--- src/rtl/mul4_seq_ctrl.sv ---
// mul4_seq_ctrl
// Computes an unsigned (4*NIB)x(4*NIB) product by stepping one shared 4x4
// combinational multiplier over every nibble pair. Each partial product is
// shifted into place and added to the accumulator. The result is reported
// with a start/done handshake.
//
// Ports:
//   clk, rst_n        clock, synchronous active-low reset
//   start             request, accepted when not busy (IDLE or DONE)
//   a, b              operands, latched on an accepted start
//   busy              high while partial products are accumulated
//   done              one-cycle pulse, product valid from this cycle
//   product           accumulator, held until the next accepted start
//   mul_m, mul_q      nibbles driven to the external 4x4 multiplier
//   mul_p             combinational product returned by that multiplier
module mul4_seq_ctrl #(
    parameter int NIB = 2
) (
    input  logic             clk,
    input  logic             rst_n,
    input  logic             start,
    input  logic [4*NIB-1:0] a,
    input  logic [4*NIB-1:0] b,
    output logic             busy,
    output logic             done,
    output logic [8*NIB-1:0] product,
    output logic [3:0]       mul_m,
    output logic [3:0]       mul_q,
    input  logic [7:0]       mul_p
);

    localparam int OW = 4 * NIB;
    localparam int PW = 8 * NIB;
    localparam int CW = (NIB > 1) ? $clog2(NIB) : 1;
    localparam logic [CW-1:0] LAST = CW'(NIB - 1);

    typedef enum logic [1:0] {IDLE, RUN, DONE} state_t;

    state_t          state_q, state_d;
    logic [OW-1:0]   a_q, a_d, b_q, b_d;
    logic [PW-1:0]   acc_q, acc_d;
    logic [CW-1:0]   i_q, i_d, j_q, j_d;
    logic            busy_q, busy_d, done_q, done_d;

    logic [5:0]      nib_sh;
    logic [PW-1:0]   pp;
    logic            last_step;

    // Multiplier operands come straight from the counters so mul_p is
    // consumed in the same cycle it is produced.
    always_comb begin
        mul_m = '0;
        mul_q = '0;
        if (state_q == RUN) begin
            mul_m = a_q[4*i_q +: 4];
            mul_q = b_q[4*j_q +: 4];
        end
    end

    // Partial product weight is nibble position i+j; the zero-extended
    // 8-bit product always fits since the top position is 2*NIB-2.
    always_comb begin
        nib_sh    = 6'(i_q) + 6'(j_q);
        pp        = PW'(mul_p) << {nib_sh, 2'b00};
        last_step = (i_q == LAST) && (j_q == LAST);
    end

    always_comb begin
        state_d = state_q;
        a_d     = a_q;
        b_d     = b_q;
        acc_d   = acc_q;
        i_d     = i_q;
        j_d     = j_q;
        case (state_q)
            IDLE, DONE: begin
                state_d = IDLE;
                if (start) begin
                    a_d     = a;
                    b_d     = b;
                    acc_d   = '0;
                    i_d     = '0;
                    j_d     = '0;
                    state_d = RUN;
                end
            end
            RUN: begin
                acc_d = acc_q + pp;
                if (last_step) begin
                    i_d     = '0;
                    j_d     = '0;
                    state_d = DONE;
                end else if (i_q == LAST) begin
                    i_d = '0;
                    j_d = j_q + CW'(1);
                end else begin
                    i_d = i_q + CW'(1);
                end
            end
            default: state_d = IDLE;
        endcase
        busy_d = (state_d == RUN);
        done_d = (state_d == DONE);
    end

    always_ff @(posedge clk) begin
        if (!rst_n) begin
            state_q <= IDLE;
            a_q     <= '0;
            b_q     <= '0;
            acc_q   <= '0;
            i_q     <= '0;
            j_q     <= '0;
            busy_q  <= 1'b0;
            done_q  <= 1'b0;
        end else begin
            state_q <= state_d;
            a_q     <= a_d;
            b_q     <= b_d;
            acc_q   <= acc_d;
            i_q     <= i_d;
            j_q     <= j_d;
            busy_q  <= busy_d;
            done_q  <= done_d;
        end
    end

    assign busy    = busy_q;
    assign done    = done_q;
    assign product = acc_q;

endmodule

--- config.mk ---
export PLATFORM = sky130hd
export DESIGN_NAME = mul4_seq_ctrl
export DESIGN_NICKNAME = d
export VERILOG_FILES = /design/src/rtl/mul4_seq_ctrl.sv
export SDC_FILE = /design/constraint.sdc
export NUM_CORES = 1
export LEC_CHECK = 0
export ABC_CLOCK_PERIOD_IN_PS = 7950
export BUFFER_PORTS_ARGS = -buffer_cell sky130_fd_sc_hd__clkbuf_2
export CAP_MARGIN = 20
export CORE_AREA = 8 8 98 78
export CTS_CLUSTER_DIAMETER = 200
export DETAILED_ROUTE_END_ITERATION = 10
export DIE_AREA = 0 0 106 86
export PLACE_DENSITY = 0.73
export RECOVER_POWER = 50
export SYNTH_ARGS = -nofsm -noshare
export SYNTH_HDL_FRONTEND = slang
export SYNTH_SLANG_ARGS = --single-unit
--- constraint.sdc ---
create_clock -name clk -period 7.95 [get_ports clk]
set_input_delay 0.3975 -clock clk [delete_from_list [all_inputs] [get_ports clk]]
set_output_delay 0.3975 -clock clk [all_outputs]
set_load 0.03 [all_outputs]
# Word-level counts from Yosys, hierarchy flattened
# Cells that the tools add are included.
# totals
reg_bits,38
elab_cells,42
inputBits,27
out_inout_bits,26
# op_classes
n_eq_ne,6
add_sub_neg,4
n_reduce_logical,7
shifts,3
muxes,14
# ops
op,n
16-bit one-hot mux with 2 select lines,1
16-bit adder,1
16-bit 2-to-1 mux,1
8-bit by 4-bit variable part select with 4-bit output,2
8-bit by 4-bit << shifter with 16-bit output,1
4-bit 2-to-1 mux,2
1-bit 2-to-1 mux,6
2-bit by 1-bit == test with 1-bit output (second input constant),2
2-bit == test (second input constant),2
1-bit one-hot mux with 2 select lines,2
2-bit one-hot mux with 2 select lines,1
2-bit AND reduction,2
3-bit inequality test (second input constant),1
3-bit AND reduction,1
1-bit adder (second input constant),2
1-bit by 1-bit adder with 2-bit output,1
2-bit logical NOT,1
2-bit 2-to-1 mux,1
2-bit inequality test (second input constant),1
2-bit nonzero test,1
2-bit OR reduction,1
1-bit logical AND,1

# Longest topological paths before layout
# Gate-level depths: netlist of run 1.
# logic_depth
word_depth,4
ltp_mapped,13
depth_no_buf,12

# Worst setup path after synthesis of run 1
# OpenSTA, ideal clock, no wires.
# synth_path
path_type,register to register
start,register i_q
end,"register acc_q[10], in the netlist product[10]"
path_buffers,1
synth_period_minus_slack_ps,2638
arrival_ps,2550
setup_slack_ps,5312
stages_incl_launch_ff,14
cell_sequence,dfxtp_1 -> ha_1 -> buf_2 -> nor2_1 -> and2_1 -> ha_1 -> inv_1 -> fa_1 -> nor2b_2 -> o21ai_2 -> o221ai_2 -> a31o_2 -> a211oi_1 -> o31ai_1
# synth_via
elab_chain_cells,4
# synth_lines
item,line_no,rtl
from (decl),42,"logic [CW-1:0] i_q, i_d, j_q, j_d;"
from (signal assigned),121,i_q <= i_d;
1-bit by 1-bit adder with 2-bit output,63,nib_sh = 6'(i_q) + 6'(j_q);
8-bit by 4-bit << shifter with 16-bit output,64,"pp = PW'(mul_p) << {nib_sh, 2'b00};"
16-bit adder,88,acc_d = acc_q + pp;
16-bit one-hot mux with 2 select lines,75,case (state_q)
to (signal assigned),111,acc_q <= '0;
to (signal assigned),120,acc_q <= acc_d;
to (decl),41,"logic [PW-1:0] acc_q, acc_d;"
# Every way passes these cells.
# A chain may end at the register's enable or synchronous reset.

# Worst setup path in the final report of run 1
# Ends and elaborated chain as after synthesis.

==> out/summary.txt, run 1 <==
=================================================================================
Global placement routability congestion                                     0.932
RR Endpoint                                                          product[10]$_SDFFE_PN0P_
Worst R2R Start                                                      i_q$_SDFFE_PN0P_
Setup ws final                                                            4690 ps
Kind of path behind the tightest hold check                          input port to flip-flop
Warnings from Yosys                                                             0
Post-CTS Setup Inserts                                                          0
Overflow left after global routing                                              0
Count of mapped cells out of synthesis                                        292
Overall fraction of global-route tracks in use                              14.0%
Routed WL                                                                 6.29 mm
Clk root buf                                                         sky130_fd_sc_hd__clkbuf_8
Area of the placeable core                                              6100 um^2
MaxCap Viol Count                                                               0
Slew at the pin closest to its max-slew limit                              747 ps
Met1 track utilization from global routing                                  18.5%
GR Util met3                                                                3.75%
Cell with the largest stage delay on the worst path                  sky130_fd_sc_hd__dfxtp_1
Maximum number of pins on one net before global-route repair                   33
Post-route worst hold slack                                                316 ps
Vias in the first global route                                              2,111
Nets                                                                          381
Delay contributed by the slowest stage of the critical path                530 ps
Die width                                                                  106 um
Largest fanout of any net on the critical path                                  8
Cells along the critical path                                        ha_1 > nor2_1 > and2_1 > ha_1 > inv_1 > fa_1 > nor2b_2 > o21ai_2 > o221ai_2 > a31o_2 > a211oi_1 > o31ai_1
FMAX                                                                      307 MHz
Post-Place Cells                                                              411
CTS Hold Bufs                                                                   0
Vias per inst                                                                5.11
Quantity of I/O buffers inserted on ports                                      52
Worst setup path startpoint                                          i_q$_SDFFE_PN0P_
Count of final max-slew check failures                                          0
Number of levels the H-tree was split into                                      2
P per Cell Area                                                       184 nW/um^2
Number of routed nets with antenna violations                                   0
Initial core utilization                                                    40.2%
Height of the chip                                                          86 um
Required time at the worst-slack endpoint                                 8160 ps
Worst ir drop on vdd                                                      71.7 uV
Cell taking the most area after synthesis                            sky130_fd_sc_hd__dfxtp_1
Share of the clock period used by the worst path after layout               41.0%
Primary flip-flop cell chosen by synthesis mapping                   sky130_fd_sc_hd__dfxtp_1
Number of antenna diodes                                                        0
Outcome                                                              finished, final reports clean
Unrepaired setup endpoints after global routing                             false
Post-synthesis instance area                                            2450 um^2
Drc violations                                                                  0
Area delta synth->final                                                     16.8%
Leakage power total                                                       1.22 nW
Count leader, synth                                                  sky130_fd_sc_hd__nand2_1
Count of flip-flops with a built-in enable after synthesis                      0
Vias                                                                        2,141
Mean post-synth cell area                                               8.39 um^2
CTS tree                                                                     done
Ratio of cells with drive above 1 in the final layout                       18.0%
Met2 track demand over resource in global routing                           21.1%
Share of Yosys cell area claimed by the top area cell type                  31.1%
Total clock buffers created by CTS                                              5
Endpoint of the worst setup timing path                              product[10]$_SDFFE_PN0P_
Kind of capture point of the worst setup path                           flip-flop
Insertion delay of the later-clocked pin in the worst-skew pair            300 ps
Std cell rows                                                                  25
Estimated wirelength of the detail-placed design                          4.79 mm
CP startpoint kind                                                      flip-flop
Initial DRC count                                                             120
Total count of hold-check failures in the final report                          0
Die Footprint                                                           9120 um^2
Biggest area contributors in the synthesized netlist                 sky130_fd_sc_hd__dfxtp_1 31%, sky130_fd_sc_hd__ha_1 8.2%, sky130_fd_sc_hd__nand2_1 8.1%, sky130_fd_sc_hd__mux2i_1 4.9%, sky130_fd_sc_hd__a21boi_0 4.9%
# setup viols final                                                             0
Reg-to-reg slack, setup                                                   4690 ps
Detail-routed net length per standard cell                                15.0 um
Final cell count without fillers                                              419
Relative slew slack                                                         50.1%
Synth async-reset ratio                                                        0%
Number of gates resized after CTS                                               0
Critical path type                                                   flip-flop to flip-flop
Total non-filler cell area in the finished layout                       2860 um^2
Shortest clock period the worst path allows after layout                  3260 ps
Post-Synthesis Net Count                                                      336
Setup TNS                                                                    0 ps
Clock slew seen by the registers of the worst setup and hold paths          80 ps
Pre-antenna DRT Iters                                                           4
Clock tree skew after final layout                                        6.39 ps
CTS sink cnt                                                                   38
Number of antenna violations at the first check in global routing               0
Worst path most repeated cell                                        sky130_fd_sc_hd__ha_1
Register area share after synthesis                                         31.1%
Total I/O pin count                                                            53
Post-place instance area                                                2750 um^2
Number of storage elements in the synthesis netlist                            38
Number of unique standard cell types used by synthesis                         50
Layer with the highest usage                                                 met2
Crit path DAT                                                             3470 ps
Count of cells along the worst register-to-register path                       12
Maximum number of buffers from clock root to sink                               2
Global-route wire length before repair                                    10.4 mm
Commonest cells post-synth                                           53 x sky130_fd_sc_hd__nand2_1, 38 x sky130_fd_sc_hd__dfxtp_1, 18 x sky130_fd_sc_hd__nor2_1
Worst slack, placed                                                       4760 ps
=================================================================================
routing by layer:
layer  vias up  part of all wire (%)
met5         -                     0
met4         0                   1.5
met3         7                   5.7
met2        48                    42
met1       982                    51
li1       1104                     -
critical path, delay by kind of cell (launching register included):
kind / cells / cell delay [ps]
adders and majority gates: 3 / 1030
AOI/OAI and AO/OA: 5 / 980
DFF: 1 / 530
buffers and inverters: 1 / 70
and+or+nand+nor: 3 / 570
state kept, by name, summed over array words and instances, names as in the netlist:
signal and flops:
product 16, a_q 8, b_q 8, state_q 2, busy 1, done 1
i_q 1, j_q 1
kinds of logic after synthesis:
kind of cell | share of synthesized area (%)
compound gates | 24.8
xor+xnor | 5.01
buf+inv | 3.73
flops | 31.1
simple gates | 21.5
mux | 4.90
fa+ha+maj | 8.99
cell type report:
cell class / count / area (um^2)
flip-flops and latches: 38 / 761
repair buffers: 53 / 245
clock inverters: 3 / 68.8
inverters: 5 / 18.8
multi-input cells: 234 / 1600
well taps: 81 / 101
fillers: 636 / 3240
clock buffers: 5 / 68.8
worst min-delay path by stage:
stage                             start                  endpoint  slack [ps]  cells after the start
2_1_floorplan       a_q[1]$_SDFFE_PN0P_       a_q[1]$_SDFFE_PN0P_         440                      2
3_3_place_gp        b_q[3]$_SDFFE_PN0P_       b_q[3]$_SDFFE_PN0P_         450                      2
3_5_place_dp   product[11]$_SDFFE_PN0P_  product[11]$_SDFFE_PN0P_         460                      2
4_1_cts                            b[6]       b_q[6]$_SDFFE_PN0P_         320                      3
5_1_grt                            a[5]       a_q[5]$_SDFFE_PN0P_         320                      3
6_report                           b[6]       b_q[6]$_SDFFE_PN0P_         320                      3
where the power goes:
part / switching [mW] / leakage (nW) / internal, mW
combinational: 0.0726 / 0.837 / 0.0451
clock: 0.0753 / 0.0683 / 0.126
sequential: 0.00816 / 0.310 / 0.201
total: 0.156 / 1.22 / 0.371
metrics by stage:
| step | total power, mW | utilization [%] |
|---|---|---|
| 2_1_floorplan | 0.301 | - |
| 3_3_place_gp | 0.329 | 45.0 |
| 3_5_place_dp | 0.330 | 45.0 |
| 4_1_cts | 0.533 | 47.3 |
| 5_1_grt | 0.552 | 46.9 |
| 6_report | 0.527 | 46.9 |
placed cells by master (no fill, tap or decap), drive strengths merged, types with 3 or more instances in the layout:
cell type,synthesis,routed
and2,6,6
nand2,53,53
a22oi,7,7
mux2i,12,12
o21ai,16,16
a21oi,14,14
a22o,3,3
inv,5,5
dfxtp,38,38
nand3,3,3
nand2b,3,3
ha,16,16
a21o,7,7
a21boi,16,16
nor2,19,19
and3,5,5
clkbuf,13,57
xnor2,8,8
xor2,6,6
o21a,3,3
nor2b,18,18
Note: power is estimated with default switching activity, not from simulation.
==> inputs of run 2 (changes only) <==
ABC_CLOCK_PERIOD_IN_PS = 3200   (was 7950)
clock period = 3.2 ns   (was 7.95 ns; I/O delays follow)
==> out/summary.txt, run 2 (synthesized netlist as in run 1, its figures left out) <==
========================================================================================
Outcome                                                                     finished, final reports clean
Post-place instance area                                                       2770 um^2   +0.82%
Worst path most repeated cell                                               sky130_fd_sc_hd__ha_1
Met2 track demand over resource in global routing                                  21.4%   +0.28 points
Critical path type                                                          flip-flop to flip-flop
Number of antenna violations at the first check in global routing                      0   unchanged
Detail-routed net length per standard cell                                       14.8 um   -1.4%
Height of the chip                                                                 86 um   unchanged
Worst ir drop on vdd                                                              158 uV   +120%
Vias                                                                               2,170   +1.4%
Hold EP                                                                     b_q[1]$_SDFFE_PN0P_
Commonest non-fill, non-tap cell in the layout                              sky130_fd_sc_hd__nand2_1
Total clock buffers created by CTS                                                     5   unchanged
Worst setup path startpoint                                                 i_q$_SDFFE_PN0P_
Clock slew seen by the registers of the worst setup and hold paths                 80 ps   about the same
Initial DRC count                                                                    154   +28%
Total I/O pin count                                                                   53   unchanged
FMAX                                                                             342 MHz   +12%
Post-CTS Setup Inserts                                                                 0   unchanged
Clock Power Share                                                                  37.9%   -0.2 points
Total count of hold-check failures in the final report                                 0   unchanged
Kind of path behind the tightest hold check                                 input port to flip-flop
Kind of capture point of the worst setup path                                  flip-flop
Pre-antenna DRT Iters                                                                  4   unchanged
Vias per inst                                                                       5.14   +0.63%
Nets                                                                                 384   +0.79%
Number of routed nets with antenna violations                                          0   unchanged
Maximum number of buffers from clock root to sink                                      2   unchanged
Relative slew slack                                                                49.5%   -0.54 points
Worst hold path cell count                                                             3   unchanged
Number of levels the H-tree was split into                                             2   unchanged
RR Endpoint                                                                 product[10]$_SDFFE_PN0P_
CTS sink cnt                                                                          38   unchanged
Ratio of cells with drive above 1 in the final layout                              18.8%   +0.72 points
Unrepaired setup endpoints after global routing                                    false
# setup viols final                                                                    0   unchanged
GR Util met3                                                                       3.60%   -0.15 points
Die width                                                                         106 um   unchanged
Insertion delay of the later-clocked pin in the worst-skew pair                   290 ps   about the same
CP startpoint kind                                                             flip-flop
Shortest clock period the worst path allows after layout                         2920 ps   -337 ps
Global placement routability congestion                                            0.919   -1.4%
Most used cells in the layout excluding fill and tap cells                  53 x sky130_fd_sc_hd__nand2_1, 38 x sky130_fd_sc_hd__dfxtp_1, 34 x sky130_fd_sc_hd__clkbuf_2
Initial core utilization                                                           40.2%   unchanged
Number of antenna diodes                                                               0   unchanged
Largest fanout of any net on the critical path                                         8   unchanged
Maximum number of pins on one net before global-route repair                          33   unchanged
Estimated wirelength of the detail-placed design                                 4.83 mm   +0.81%
Buffer and inverter count on the worst path                                            1   unchanged
Post-layout power                                                                1.31 mW   +150%
Category of cells accounting for the largest share of critical-path delay    adder cells
Clock tree skew after final layout                                               5.68 ps   -0.702 ps
P per Cell Area                                                              453 nW/um^2   +150%
Total non-filler cell area in the finished layout                              2900 um^2   +1.2%
Setup ws final                                                                    278 ps   -4410 ps
Share of the clock period used by the worst path after layout                      91.3%   +50 points
MaxCap Viol Count                                                                      0   unchanged
Worst slack, placed                                                               195 ps   -4560 ps
Cell with the largest stage delay on the worst path                         sky130_fd_sc_hd__fa_1
Drc violations                                                                         0   unchanged
Cells along the critical path                                               ha_1 > nor2_1 > and2_1 > ha_1 > inv_1 > fa_1 > nor2b_2 > o21ai_2 > o221ai_4 > a31o_2 > a211oi_1 > o31ai_1
Area of the placeable core                                                     6100 um^2   unchanged
CTS Hold Bufs                                                                          0   unchanged
Worst R2R Start                                                             i_q$_SDFFE_PN0P_
Overall fraction of global-route tracks in use                                     13.9%   -0.14 points
Combinational Power Share                                                          22.8%   +0.5 points
Std cell rows                                                                         25   unchanged
Routed WL                                                                        6.25 mm   -0.65%
Met1 track utilization from global routing                                         18.9%   +0.39 points
Flip-flop count of the largest register after layout                                  16   unchanged
Overflow left after global routing                                                     0   unchanged
Setup TNS                                                                           0 ps   unchanged
Die Footprint                                                                  9120 um^2   unchanged
Global-route wire length before repair                                           10.4 mm   +0.26%
Leakage power total                                                              1.23 nW   +1.4%
Internal power                                                                  0.926 mW   +150%
Reg-to-reg slack, setup                                                           280 ps   -4410 ps
Layer with the highest usage                                                        met2
Count of cells along the worst register-to-register path                              12   unchanged
Crit path DAT                                                                    3130 ps   -340 ps
Delay contributed by the slowest stage of the critical path                       430 ps   -100 ps
Worst min-delay path startpoint                                                     b[1]
Clk root buf                                                                sky130_fd_sc_hd__clkbuf_8
Vias in the first global route                                                     2,133   +1.0%
Count of final max-slew check failures                                                 0   unchanged
Fill count                                                                           603   -5.2%
Slew at the pin closest to its max-slew limit                                     755 ps   +8.11 ps
Switching Share                                                                    29.5%   -0.13 points
Sequential cell fraction of total power                                            39.3%   -0.3 points
CTS tree                                                                            done
Area delta synth->final                                                            18.2%
Quantity of I/O buffers inserted on ports                                             52   unchanged
Net switching power                                                             0.386 mW   +150%
Required time at the worst-slack endpoint                                        3410 ps   -4750 ps
========================================================================================
## run 2: cell types whose count changed in the layout (fill, tap and decap cells not counted)
cell,change
sky130_fd_sc_hd__o221ai_2,-1
sky130_fd_sc_hd__o221ai_4,+1
sky130_fd_sc_hd__buf_4,+3
## run 2: routing by layer
metal / share of wire [%] / up-vias
met1: 50 / 991
met4: 0.64 / 0
li1: - / 1111
met3: 6.2 / 4
met2: 43 / 64
met5: 0 / -
## run 2: worst max-delay path by stage
stage / end / slack [ps] / depth (start not counted)
after global placement: product[10]$_SDFFE_PN0P_ / 370 / 12
after CTS: product[10]$_SDFFE_PN0P_ / 180 / 12
final: product[10]$_SDFFE_PN0P_ / 280 / 12
after floorplan: product[10]$_SDFFE_PN0P_ / 560 / 13
after global routing: product[8]$_SDFFE_PN0P_ / 50 / 12
after detailed placement: product[10]$_SDFFE_PN0P_ / 190 / 12
## run 2: layout make-up
type	count	area [um^2]	share of cell area [%]
flip-flops and latches	38	761	26.3
clock inverters	3	68.8	2.38
multi-input cells	234	1610	55.6
clock buffers	5	68.8	2.38
well taps	81	101	3.50
inverters	5	18.8	0.648
repair buffers	56	268	9.25
## run 2: power groups by stage
stage / combinational, mW / clock, mW / sequential (mW)
floorplan: 0.203 / 0 / 0.544
global placement: 0.293 / 0 / 0.525
detailed placement: 0.296 / 0 / 0.527
CTS: 0.298 / 0.508 / 0.515
global route: 0.332 / 0.528 / 0.519
finish: 0.300 / 0.497 / 0.515
## run 2: metrics by stage
stage	instances	hold WS [ps]	utilization, %
final	422	94.6	47.5
after global routing	422	108	47.5
after CTS	422	84.0	47.7
after detailed placement	414	402	45.4
after global placement	414	396	45.4
after floorplan	292	305	-
## run 2: tightest hold or removal path, stage by stage
cell and delay, ps:
sky130_fd_sc_hd__clkbuf_2 80, sky130_fd_sc_hd__nand2_1 40, sky130_fd_sc_hd__a21boi_0 60
## run 2: timing repair
| action | in CTS | in global routing |
|---|---|---|
| resized for setup | 0 | 1 |
| setup endpoints to repair | 0 | 4 |
| hold endpoints to repair | 0 | 0 |
==> inputs of run 3 (changes only) <==
SETUP_SLACK_MARGIN = 0.3   (was default)
==> out/summary.txt, run 3 (synthesized netlist as in run 1, its figures left out) <==
========================================================================================
Leakage power total                                                              1.23 nW   about the same
MaxCap Viol Count                                                                      0   unchanged
Quantity of I/O buffers inserted on ports                                             52   unchanged
Relative slew slack                                                                49.8%   +0.24 points
Buffer and inverter count on the worst path                                            0   -1
Overflow left after global routing                                                     0   unchanged
Util after Layout                                                                  47.6%   +0.16 points
Shortest clock period the worst path allows after layout                         2780 ps   -139 ps
Fill count                                                                           606   +0.50%
Post-place instance area                                                       2770 um^2   unchanged
Vias                                                                               2,191   +0.97%
Global-route wire length before repair                                           10.4 mm   -0.13%
CTS Hold Bufs                                                                          0   unchanged
Cell with the largest stage delay on the worst path                         sky130_fd_sc_hd__ha_2
Kind of capture point of the worst setup path                                  flip-flop
Overall fraction of global-route tracks in use                                     13.9%   unchanged
P per Cell Area                                                              452 nW/um^2   -0.18%
Maximum number of buffers from clock root to sink                                      2   unchanged
# setup viols final                                                                    0   unchanged
Count of final max-slew check failures                                                 0   unchanged
Insertion delay of the later-clocked pin in the worst-skew pair                   290 ps   about the same
Slew at the pin closest to its max-slew limit                                     752 ps   -3.60 ps
Number of routed nets with antenna violations                                          0   unchanged
Critical path type                                                          flip-flop to flip-flop
Vias per inst                                                                       5.19   +0.97%
Post-CTS Setup Inserts                                                                 0   unchanged
Most used cells in the layout excluding fill and tap cells                  53 x sky130_fd_sc_hd__nand2_1, 38 x sky130_fd_sc_hd__dfxtp_1, 34 x sky130_fd_sc_hd__clkbuf_2
Flip-flop count of the largest register after layout                                  16   unchanged
Height of the chip                                                                 86 um   unchanged
Commonest non-fill, non-tap cell in the layout                              sky130_fd_sc_hd__nand2_1
Total clock buffers created by CTS                                                     5   unchanged
Kind of path behind the tightest hold check                                 input port to flip-flop
Clock tree skew after final layout                                               4.77 ps   -0.916 ps
Crit path DAT                                                                    2950 ps   -180 ps
CTS sink cnt                                                                          38   unchanged
Drc violations                                                                         0   unchanged
Vias in the first global route                                                     2,128   -0.23%
Number of levels the H-tree was split into                                             2   unchanged
Initial DRC count                                                                    140   -9.1%
Post-Place Cells                                                                     414   unchanged
Number of antenna violations at the first check in global routing                      0   unchanged
Post-route worst hold slack                                                      94.6 ps   +0.00740 ps
Maximum number of pins on one net before global-route repair                          33   unchanged
Delay contributed by the slowest stage of the critical path                       450 ps   +20 ps
Routed WL                                                                        6.27 mm   +0.30%
CP startpoint kind                                                             flip-flop
Pre-antenna DRT Iters                                                                  4   unchanged
Cells along the critical path                                               ha_2 > nor2b_1 > a22o_1 > ha_1 > and3_4 > a22oi_2 > o21bai_1 > a311oi_2 > xor2_1 > o21ai_0
Number of antenna diodes                                                               0   unchanged
Area delta synth->final                                                            18.6%
Total I/O pin count                                                                   53   unchanged
Ratio of cells with drive above 1 in the final layout                              19.4%   +0.59 points
Initial core utilization                                                           40.2%   unchanged
Multi-input gate area                                                          1620 um^2   +0.62%
Clock slew seen by the registers of the worst setup and hold paths                 80 ps   about the same
Die Footprint                                                                  9120 um^2   unchanged
Outcome                                                                     finished, final reports clean
Required time at the worst-slack endpoint                                        3370 ps   -40 ps
Area of the placeable core                                                     6100 um^2   unchanged
Worst ir drop on vdd                                                              159 uV   +0.16%
CTS tree                                                                            done
Detail-routed net length per standard cell                                       14.9 um   +0.30%
Nets                                                                                 384   unchanged
Unrepaired setup endpoints after global routing                                     true
Setup TNS                                                                           0 ps   unchanged
Global placement routability congestion                                            0.919   unchanged
Estimated wirelength of the detail-placed design                                 4.83 mm   unchanged
Std cell rows                                                                         25   unchanged
Total count of hold-check failures in the final report                                 0   unchanged
Category of cells accounting for the largest share of critical-path delay   compound AO/OA/AOI/OAI gates
Total non-filler cell area in the finished layout                              2910 um^2   +0.35%
Final cell count without fillers                                                     422   unchanged
Seq. cell area                                                                  761 um^2   unchanged
FMAX                                                                             359 MHz   +5.0%
Die width                                                                         106 um   unchanged
Largest fanout of any net on the critical path                                         8   unchanged
Clk root buf                                                                sky130_fd_sc_hd__clkbuf_8
Share of the clock period used by the worst path after layout                      87.0%   -4.4 points
========================================================================================
## run 3: worst min-delay path: cells and delay by family
family | cells | cell delay (ps)
AOI/OAI and AO/OA | 1 | 60
and+or+nand+nor | 1 | 40
buffers and inverters | 1 | 80
## run 3: path summary, 6_finish.rpt
kind / start / end / slack, ps / depth (start not counted)
setup / recovery: j_q$_SDFFE_PN0P_ / product[14]$_SDFFE_PN0P_ / 420 / 10
hold / removal: b[1] / b_q[1]$_SDFFE_PN0P_ / 90 / 3
setup reg to reg: j_q$_SDFFE_PN0P_ / product[14]$_SDFFE_PN0P_ / 420 / 10
hold reg to reg: a_q[6]$_SDFFE_PN0P_ / a_q[6]$_SDFFE_PN0P_ / 470 / 2
## run 3: metrics by stage
| stage | setup slack [ps] | total power, mW |
|---|---|---|
| 2_1_floorplan | 562 | 0.747 |
| 3_3_place_gp | 368 | 0.819 |
| 3_5_place_dp | 195 | 0.823 |
| 4_1_cts | 324 | 1.33 |
| 5_1_grt | 272 | 1.38 |
| 6_report | 417 | 1.31 |
## run 3: what timing repair did
action / 4_1_cts / 5_1_grt
pin swaps: 0 / 1
setup endpoints to repair: 5 / 7
resized for setup: 2 / 2
## run 3: layer usage
metal | share of wire, % | vias to the layer above | routed length (um) | GRT usage, %
li1 | - | 1113 | - | -
met1 | 48 | 1001 | 3030 | 18.8
met2 | 44 | 75 | 2750 | 21.4
met3 | 7.3 | 2 | 459 | 3.60
met4 | 0.46 | 0 | 29 | 3.06
met5 | 0 | - | 0 | 0
## run 3: layout make-up
cell class,instances,share of cell area (%)
multi-input cells,234,55.7
inverters,5,0.646
flip-flops and latches,38,26.2
clock inverters,3,2.37
repair buffers,56,9.22
clock buffers,5,2.37
well taps,81,3.49
## run 3: power breakdown
part / switching (mW) / internal, mW
registers: 0.0169 / 0.498
clock network: 0.185 / 0.313
logic: 0.185 / 0.116
total: 0.387 / 0.927
